## src/rtl/dg0045_pkg.sv

```systemverilog
// Shared types and constants for the DG0045 machine-cycle sequencer.
// Slot timing, opcode and PC field layout live here so all files agree.
package dg0045_pkg;

   localparam int unsigned PU_W   = 4;
   localparam int unsigned PL_W   = 6;
   localparam int unsigned PC_W   = PU_W + PL_W;
   localparam int unsigned BUS_W  = PU_W + 1;
   localparam int unsigned SLOT_W = 3;
   localparam int unsigned CMD_W  = 8;

   localparam logic [CMD_W-1:0]  NOP_CODE   = CMD_W'(8'h00);
   localparam logic [SLOT_W-1:0] FETCH_SLOT = SLOT_W'(3);
   localparam logic [SLOT_W-1:0] EXEC_SLOT  = SLOT_W'(7);
   localparam logic [SLOT_W-1:0] LAST_SLOT  = SLOT_W'(7);
   localparam int unsigned       HI_SLOTS   = 2;

   typedef enum logic [1:0] {
      ST_WARMUP = 2'd0,
      ST_RUN    = 2'd1,
      ST_HALTED = 2'd2,
      ST_STEP   = 2'd3
   } seq_state_e;

   typedef struct packed {
      logic [PU_W-1:0] pu;
      logic [PL_W-1:0] pl;
   } pc_t;

endpackage

```

## src/rtl/dg0045_cycle_sequencer_if.sv

```systemverilog
// Core-facing bundle of the cycle sequencer: PC/ROM/run-control inputs,
// slot strobes, pad bus and instruction bytes out.
interface dg0045_cycle_sequencer_if;
   import dg0045_pkg::*;

   logic [PC_W-1:0]   pc_in;
   logic [CMD_W-1:0]  rom_data;
   logic              skip;
   logic              halt_req;
   logic              step_req;
   logic [SLOT_W-1:0] slot;
   logic              f1_en;
   logic              f2_en;
   logic              pc_mux;
   logic [BUS_W-1:0]  pc_bus;
   logic [CMD_W-1:0]  cmd_out;
   logic [CMD_W-1:0]  last_cmd;
   logic              cycle_done;
   logic              halted;

   modport master (
      output pc_in, rom_data, skip, halt_req, step_req,
      input  slot, f1_en, f2_en, pc_mux, pc_bus, cmd_out, last_cmd, cycle_done, halted
   );

   modport slave (
      input  pc_in, rom_data, skip, halt_req, step_req,
      output slot, f1_en, f2_en, pc_mux, pc_bus, cmd_out, last_cmd, cycle_done, halted
   );

endinterface

```

## src/rtl/dg0045_slot_counter.sv

```systemverilog
// 8-slot machine-cycle counter; parks at slot 0 while hold is set.
// Decodes the upcoming slot so the parent can register its strobes.
module dg0045_slot_counter
   import dg0045_pkg::*;
(
   input  logic              clk,
   input  logic              rst_n,
   input  logic              hold,
   output logic [SLOT_W-1:0] slot,
   output logic              pc_mux,
   output logic              last_c,
   output logic              fetch_nxt_c,
   output logic              exec_nxt_c
);

   logic [SLOT_W-1:0] slot_q, slot_d;
   logic              pc_mux_q, pc_mux_d;

   always_comb begin
      slot_d   = hold ? '0 : slot_q + SLOT_W'(1);
      pc_mux_d = (slot_d < SLOT_W'(HI_SLOTS));
   end

   always_ff @(posedge clk or negedge rst_n) begin
      if (!rst_n) begin
         slot_q   <= '0;
         pc_mux_q <= (SLOT_W'(0) < SLOT_W'(HI_SLOTS));
      end else begin
         slot_q   <= slot_d;
         pc_mux_q <= pc_mux_d;
      end
   end

   assign slot        = slot_q;
   assign pc_mux      = pc_mux_q;
   assign last_c      = (slot_q == LAST_SLOT);
   assign fetch_nxt_c = (slot_d == FETCH_SLOT);
   assign exec_nxt_c  = (slot_d == EXEC_SLOT);

endmodule

```

## src/rtl/dg0045_cycle_sequencer.sv

```systemverilog
// DG0045 machine-cycle controller: fetch/execute enables, PC pad multiplexing,
// instruction capture with skip-to-NOP, and halt/single-step run control.
module dg0045_cycle_sequencer
   import dg0045_pkg::*;
(
   input  logic                    clk,
   input  logic                    rst_n,
   dg0045_cycle_sequencer_if.slave bus
);

   seq_state_e        state_q, state_d;
   logic [SLOT_W-1:0] slot;
   logic              pc_mux;
   logic              last_c, fetch_nxt_c, exec_nxt_c;
   logic              running_nxt_c;

   logic              f1_en_q, f1_en_d;
   logic              f2_en_q, f2_en_d;
   logic              cycle_done_q, cycle_done_d;
   logic              halted_q, halted_d;
   logic [CMD_W-1:0]  cmd_q, cmd_d;
   logic [CMD_W-1:0]  last_q, last_d;
   logic              skip_q, skip_d;
   pc_t               pc;

   dg0045_slot_counter u_slot_counter (
      .clk         (clk),
      .rst_n       (rst_n),
      .hold        (state_q == ST_HALTED),
      .slot        (slot),
      .pc_mux      (pc_mux),
      .last_c      (last_c),
      .fetch_nxt_c (fetch_nxt_c),
      .exec_nxt_c  (exec_nxt_c)
   );

   // FSM state register
   always_ff @(posedge clk or negedge rst_n) begin
      if (!rst_n) state_q <= ST_WARMUP;
      else        state_q <= state_d;
   end

   // FSM next state: run-control decisions fall on the slot-7 edge, except leaving HALTED
   always_comb begin
      state_d = state_q;
      case (state_q)
         ST_WARMUP: if (last_c) state_d = bus.halt_req ? ST_HALTED : ST_RUN;
         ST_RUN:    if (last_c && bus.halt_req) state_d = ST_HALTED;
         ST_HALTED: begin
            if (!bus.halt_req)    state_d = ST_RUN;
            else if (bus.step_req) state_d = ST_STEP;
         end
         ST_STEP:   if (last_c) state_d = bus.halt_req ? ST_HALTED : ST_RUN;
      endcase
   end

   // FSM outputs, computed for the upcoming clock so they can be registered
   always_comb begin
      running_nxt_c = (state_d == ST_RUN) || (state_d == ST_STEP);
      f1_en_d       = running_nxt_c && fetch_nxt_c;
      f2_en_d       = running_nxt_c && exec_nxt_c;
      cycle_done_d  = f2_en_d;
      halted_d      = (state_d == ST_HALTED);
   end

   // Instruction capture and skip latch, keyed off the live strobes
   always_comb begin
      cmd_d  = cmd_q;
      last_d = last_q;
      skip_d = skip_q;
      if (f1_en_q) begin
         last_d = cmd_q;
         cmd_d  = skip_q ? NOP_CODE : bus.rom_data;
         skip_d = 1'b0;
      end
      if (f2_en_q) skip_d = bus.skip;
   end

   always_ff @(posedge clk or negedge rst_n) begin
      if (!rst_n) begin
         f1_en_q      <= 1'b0;
         f2_en_q      <= 1'b0;
         cycle_done_q <= 1'b0;
         halted_q     <= 1'b0;
         cmd_q        <= NOP_CODE;
         last_q       <= NOP_CODE;
         skip_q       <= 1'b0;
      end else begin
         f1_en_q      <= f1_en_d;
         f2_en_q      <= f2_en_d;
         cycle_done_q <= cycle_done_d;
         halted_q     <= halted_d;
         cmd_q        <= cmd_d;
         last_q       <= last_d;
         skip_q       <= skip_d;
      end
   end

   assign pc             = pc_t'(bus.pc_in);
   assign bus.pc_bus     = pc_mux ? {pc.pu, pc.pl[PL_W-1]} : pc.pl[BUS_W-1:0];
   assign bus.slot       = slot;
   assign bus.pc_mux     = pc_mux;
   assign bus.f1_en      = f1_en_q;
   assign bus.f2_en      = f2_en_q;
   assign bus.cycle_done = cycle_done_q;
   assign bus.halted     = halted_q;
   assign bus.cmd_out    = cmd_q;
   assign bus.last_cmd   = last_q;

endmodule

```

## src/flat_wrapper.sv

```systemverilog
// flat-port wrapper written by rule: the top's interface ports become plain ports
module dg0045_cycle_sequencer_flat import dg0045_pkg::*;
  (clk, rst_n, bus_pc_in, bus_rom_data, bus_skip, bus_halt_req, bus_step_req, bus_slot, bus_f1_en, bus_f2_en, bus_pc_mux, bus_pc_bus, bus_cmd_out, bus_last_cmd, bus_cycle_done, bus_halted);
  dg0045_cycle_sequencer_if bus_i ();
  input  logic clk;
  input  logic rst_n;
  input wire logic [$bits(bus_i.pc_in)-1:0] bus_pc_in;
  input wire logic [$bits(bus_i.rom_data)-1:0] bus_rom_data;
  input wire logic [$bits(bus_i.skip)-1:0] bus_skip;
  input wire logic [$bits(bus_i.halt_req)-1:0] bus_halt_req;
  input wire logic [$bits(bus_i.step_req)-1:0] bus_step_req;
  output wire logic [$bits(bus_i.slot)-1:0] bus_slot;
  output wire logic [$bits(bus_i.f1_en)-1:0] bus_f1_en;
  output wire logic [$bits(bus_i.f2_en)-1:0] bus_f2_en;
  output wire logic [$bits(bus_i.pc_mux)-1:0] bus_pc_mux;
  output wire logic [$bits(bus_i.pc_bus)-1:0] bus_pc_bus;
  output wire logic [$bits(bus_i.cmd_out)-1:0] bus_cmd_out;
  output wire logic [$bits(bus_i.last_cmd)-1:0] bus_last_cmd;
  output wire logic [$bits(bus_i.cycle_done)-1:0] bus_cycle_done;
  output wire logic [$bits(bus_i.halted)-1:0] bus_halted;
  assign bus_i.pc_in = bus_pc_in;
  assign bus_i.rom_data = bus_rom_data;
  assign bus_i.skip = bus_skip;
  assign bus_i.halt_req = bus_halt_req;
  assign bus_i.step_req = bus_step_req;
  assign bus_slot = bus_i.slot;
  assign bus_f1_en = bus_i.f1_en;
  assign bus_f2_en = bus_i.f2_en;
  assign bus_pc_mux = bus_i.pc_mux;
  assign bus_pc_bus = bus_i.pc_bus;
  assign bus_cmd_out = bus_i.cmd_out;
  assign bus_last_cmd = bus_i.last_cmd;
  assign bus_cycle_done = bus_i.cycle_done;
  assign bus_halted = bus_i.halted;
  dg0045_cycle_sequencer u_core (.clk(clk), .rst_n(rst_n), .bus(bus_i));
endmodule
```

## config.mk

```make
export PLATFORM = sky130hd
export DESIGN_NAME = dg0045_cycle_sequencer_flat
export DESIGN_NICKNAME = d
export VERILOG_FILES = /design/src/rtl/dg0045_pkg.sv /design/src/rtl/dg0045_cycle_sequencer_if.sv /design/src/rtl/dg0045_slot_counter.sv /design/src/rtl/dg0045_cycle_sequencer.sv /design/src/flat_wrapper.sv
export SDC_FILE = /design/constraint.sdc
export NUM_CORES = 1
export LEC_CHECK = 0
export CELL_PAD_IN_SITES_DETAIL_PLACEMENT = 0
export CELL_PAD_IN_SITES_GLOBAL_PLACEMENT = 1
export CORE_MARGIN = 1
export CORE_UTILIZATION = 30
export DETAILED_ROUTE_END_ITERATION = 8
export GPL_TIMING_DRIVEN = 0
export PLACE_DENSITY_LB_ADDON = 0.25
export SYNTH_ARGS = -nofsm -noshare
export SYNTH_HDL_FRONTEND = slang
export SYNTH_SLANG_ARGS = --single-unit
```

## constraint.sdc

```tcl
create_clock -name clk -period 1.98 [get_ports clk]
set_input_delay 0.198 -clock clk [delete_from_list [all_inputs] [get_ports clk]]
set_output_delay 0.198 -clock clk [all_outputs]
set_load 0.01 [all_outputs]
```

==> reports/metrics.csv, run 1 <==
stage,metric,value,unit
detailed_routing,ant_nets,0,
worst_setup_path,end_kind,output pin,
floorplan,rows,21,
power,power.switching,0.000845,W
logic_synthesis,synthXorXnorAreaFrac,0,
cts,cts_root_buf,clkbuf_8,
worst_hold_path,holdPathStages,1,
place,gp_congestion,0.701,
floorplan,fp.dieH,63.2,µm
place,post-place-ws,0.131,ns
cts,tritoncts,built,
logic_synthesis,synth_compound_area_frac,0.0958,
worst_setup_path,timing.rr.end,u_core.bus.f1_en$_DFF_PN0_,
worst_setup_path,startpoint_type,register,
logic_synthesis,synth-seq-area-share,0.580,
floorplan,start_util,0.324,
place,io_buffers,51,
sta,maxSlewViolCount,0,
cts,clock_sinks,26,
logic_synthesis,synth_nets,121,
sta,max_freq,527,MHz
detailed_routing,drt_iter0_drc,27,
power,p_sw_frac,0.314,
floorplan,core_region_area,3470,µm²
sta,fin_crit_sh,0.958,
worst_hold_path,hold_path.class,register to register,
sta,finalCriticalPeriod,1.90,ns
layout,area_growth,57.6,%
worst_setup_path,crit_type,register to output pin,
layout,drive_above_1_share,0.140,
sta,max_slew_margin,0.220,
cts,cts_buffer_depth,2,
floorplan,die_w,63.2,µm
logic_synthesis,synth_cells,94,
grt,grt_usage,0.130,
logic_synthesis,synthDominantCellAreaShare,0.557,
detailed_routing,firstDrtPassIters,4,
cts,clkLatencyLatePin,0.27,ns
worst_setup_path,worstPathArrival,1.70,ns
logic_synthesis,synthMuxAreaShare,0.130,
power,leakage,0.768,nW
logic_synthesis,yosys.area.top_type,dfrtp_1,
logic_synthesis,synth_cell_types,23,
sta,rsz0062_at_grt,no,
sta,tns,0,ns
layout,fillers,317,
grt,grt_pass1_wl,4.02,mm
grt,grt_pass1_vias,871,
logic_synthesis,netlist_area,1120,µm²
logic_synthesis,yosys_register_bits,26,
detailed_routing,vias_per_cell,4.43,
logic_synthesis,synth_area_leaders,"dfrtp_1, mux2_2, ha_1",
worst_hold_path,hold_path_end,u_core.u_slot_counter.slot[0]$_DFF_PN0_,
run,maxCapViolCount,0,
place,hpwl,1.77,mm
worst_setup_path,path_max_fanout,6,
grt,grt_overflow,0,
logic_synthesis,avgSynthCellArea,12.0,µm²
detailed_routing,wl_per_cell,12.0,µm
detailed_routing,drc_errors,0,
detailed_routing,dr_total_vias,869,
sta,tightestPinTransition,1.17,ns
floorplan,io_pins,52,
sta,timing.final.ws_setup,0.0840,ns
grt,grt_max_degree,27,
worst_setup_path,worstPathRequired,1.78,ns
layout,antenna_cells,0,
worst_setup_path,reg2reg_depth,7,
logic_synthesis,ys_warn_count,0,
worst_setup_path,reg2reg_from,u_core.state_q[1]$_DFF_PN0_,
cts,cts_made_buffers,3,
power,power_density,1520,nW/µm²
sta,fin_skew,0.00556,ns
worst_hold_path,hp-start,u_core.u_slot_counter.slot[0]$_DFF_PN0_,
logic_synthesis,synthSimpleGateAreaFrac,0.0991,
layout,fin_nets,178,
power,power_frac_comb,0.479,
floorplan,die_area,3990,µm²
logic_synthesis,synth_fa_ha_area_frac,0.0445,
sta,hold_viol_final,0,
power,internal_power,0.00184,W
grt,antenna_found_initial,0,
detailed_routing,drt_wl_total,2.36,mm
cts,cts_hold_buf,0,
logic_synthesis,synth_top_family_by_area,multiplexers,
cts,clk_transition_reported_paths,0.08,ns
power,p_seq_frac,0.360,
layout,final_common_cell,clkdlybuf4s50_1,
power,power_frac_clock,0.160,
worst_setup_path,reg2reg_slack,0.22,ns
power,ir_worst_vdd,0.987,mV
outcome,outcome,"complete, no violations",
sta,setup-violations-final,0,
layout,layout_common_cells,"clkdlybuf4s50_1, dfrtp_1, mux2_2",
cts,cts_max_level,1,
## critical path, stage by stage (launching register included)
cell and delay, ns:
dfstp_2 0.60, mux2_2 0.35, clkdlybuf4s50_1 0.48
## synth_stat cells
library cell and n:
a211oi_1 1, a222oi_1 1, a311oi_1 1, a31oi_1 1, and2b_2 1, and3_1 1, and3b_1 1, buf_4 1
clkbuf_1 2, dfrtp_1 25, dfstp_2 1, ha_1 4, inv_1 11, mux2_2 13, nand2_1 7, nand2b_1 2
nand3b_1 3, nor2_1 2, nor2b_1 3, o211a_1 1, o21ai_0 10, o22ai_1 1, o2bb2ai_1 1
## logic make-up after synthesis
| logic type | Yosys count |
|---|---|
| DFF | 26 |
| buffers and inverters | 14 |
| AOI/OAI and AO/OA | 17 |
| adders and majority gates | 4 |
| muxes | 13 |
| and+or+nand+nor | 20 |
## worst max path at each step
stage	start	endpoint	slack, ns	cells after the start
floorplan	u_core.u_slot_counter.slot[0]$_DFF_PN0_	u_core.bus.f1_en$_DFF_PN0_	0.34	5
global route	u_core.u_slot_counter.pc_mux$_DFF_PN1_	bus_pc_bus[1]	0.03	2
detailed placement	u_core.state_q[1]$_DFF_PN0_	u_core.bus.f1_en$_DFF_PN0_	0.13	6
global placement	u_core.u_slot_counter.slot[0]$_DFF_PN0_	u_core.bus.f1_en$_DFF_PN0_	0.24	5
CTS	u_core.u_slot_counter.pc_mux$_DFF_PN1_	bus_pc_bus[1]	0.07	2
finish	u_core.u_slot_counter.pc_mux$_DFF_PN1_	bus_pc_bus[2]	0.08	2
## state kept, by name, summed over array words and instances, names as in the netlist
name and count:
u_core.u_slot_counter.pc_mux 1, u_core.bus.cmd_out 8, u_core.state_q 2, u_core.bus.f1_en 1
u_core.bus.halted 1, u_core.bus.last_cmd 8, u_core.skip_q 1, u_core.u_slot_counter.slot 3
u_core.bus.f2_en 1
## routing by layer
metal / global-route usage / vias up / share of wire
met5: 0 / - / 0
met3: 0.0380 / 4 / 0.059
li1: - / 431 / -
met1: 0.158 / 405 / 0.45
met2: 0.215 / 29 / 0.48
met4: 0.0540 / 0 / 0.013
## stage by stage
step | instance area (µm²) | hold slack, ns | std cells | power, W | util
floorplan | 1120 | -0.0976 | 94 | 0.00158 | -
global placement | 1690 | 0.467 | 191 | 0.00223 | 0.488
detailed placement | 1690 | 0.462 | 191 | 0.00226 | 0.488
CTS | 1760 | 0.479 | 195 | 0.00270 | 0.508
global route | 1770 | 0.497 | 196 | 0.00288 | 0.510
finish | 1770 | 0.477 | 196 | 0.00269 | 0.510
## cell type report
class | instances | area (µm²) | area share
Inverter | 11 | 41.3 | 0.0233
Clock inverter | 1 | 30.0 | 0.0170
Tap cell | 46 | 57.6 | 0.0325
Buffer | 3 | 15.0 | 0.00848
Clock buffer | 3 | 41.3 | 0.0233
Multi-Input combinational cell | 54 | 415 | 0.235
Timing Repair Buffer | 52 | 518 | 0.293
Sequential cell | 26 | 652 | 0.368
## power by group through the flow
stage | clock network (W) | logic (W) | registers, W
after floorplan | 0 | 0.000527 | 0.00106
final | 0.000431 | 0.00129 | 0.000968
after global routing | 0.000466 | 0.00141 | 0.00100
after detailed placement | 0 | 0.00128 | 0.000980
after CTS | 0.000449 | 0.00128 | 0.000972
after global placement | 0 | 0.00126 | 0.000967
## repair_timing
action,CTS,global route
hold endpoints to repair,0,0
buffers inserted,0,1
endpoints found under the setup margin,0,2
gates resized for setup,0,0
No activity file was read; power rests on OpenSTA's default activity.
==> run 2: changes to the inputs <==
--- a/config.mk
+++ b/config.mk
@@ -9,6 +9,7 @@
 export CELL_PAD_IN_SITES_GLOBAL_PLACEMENT = 1
 export CORE_MARGIN = 1
 export CORE_UTILIZATION = 30
+export CTS_CLUSTER_SIZE = 40
 export DETAILED_ROUTE_END_ITERATION = 8
 export GPL_TIMING_DRIVEN = 0
 export PLACE_DENSITY_LB_ADDON = 0.25
==> results of run 2 <==
No change in the layout: final DEF, timing and power equal those of run 1.
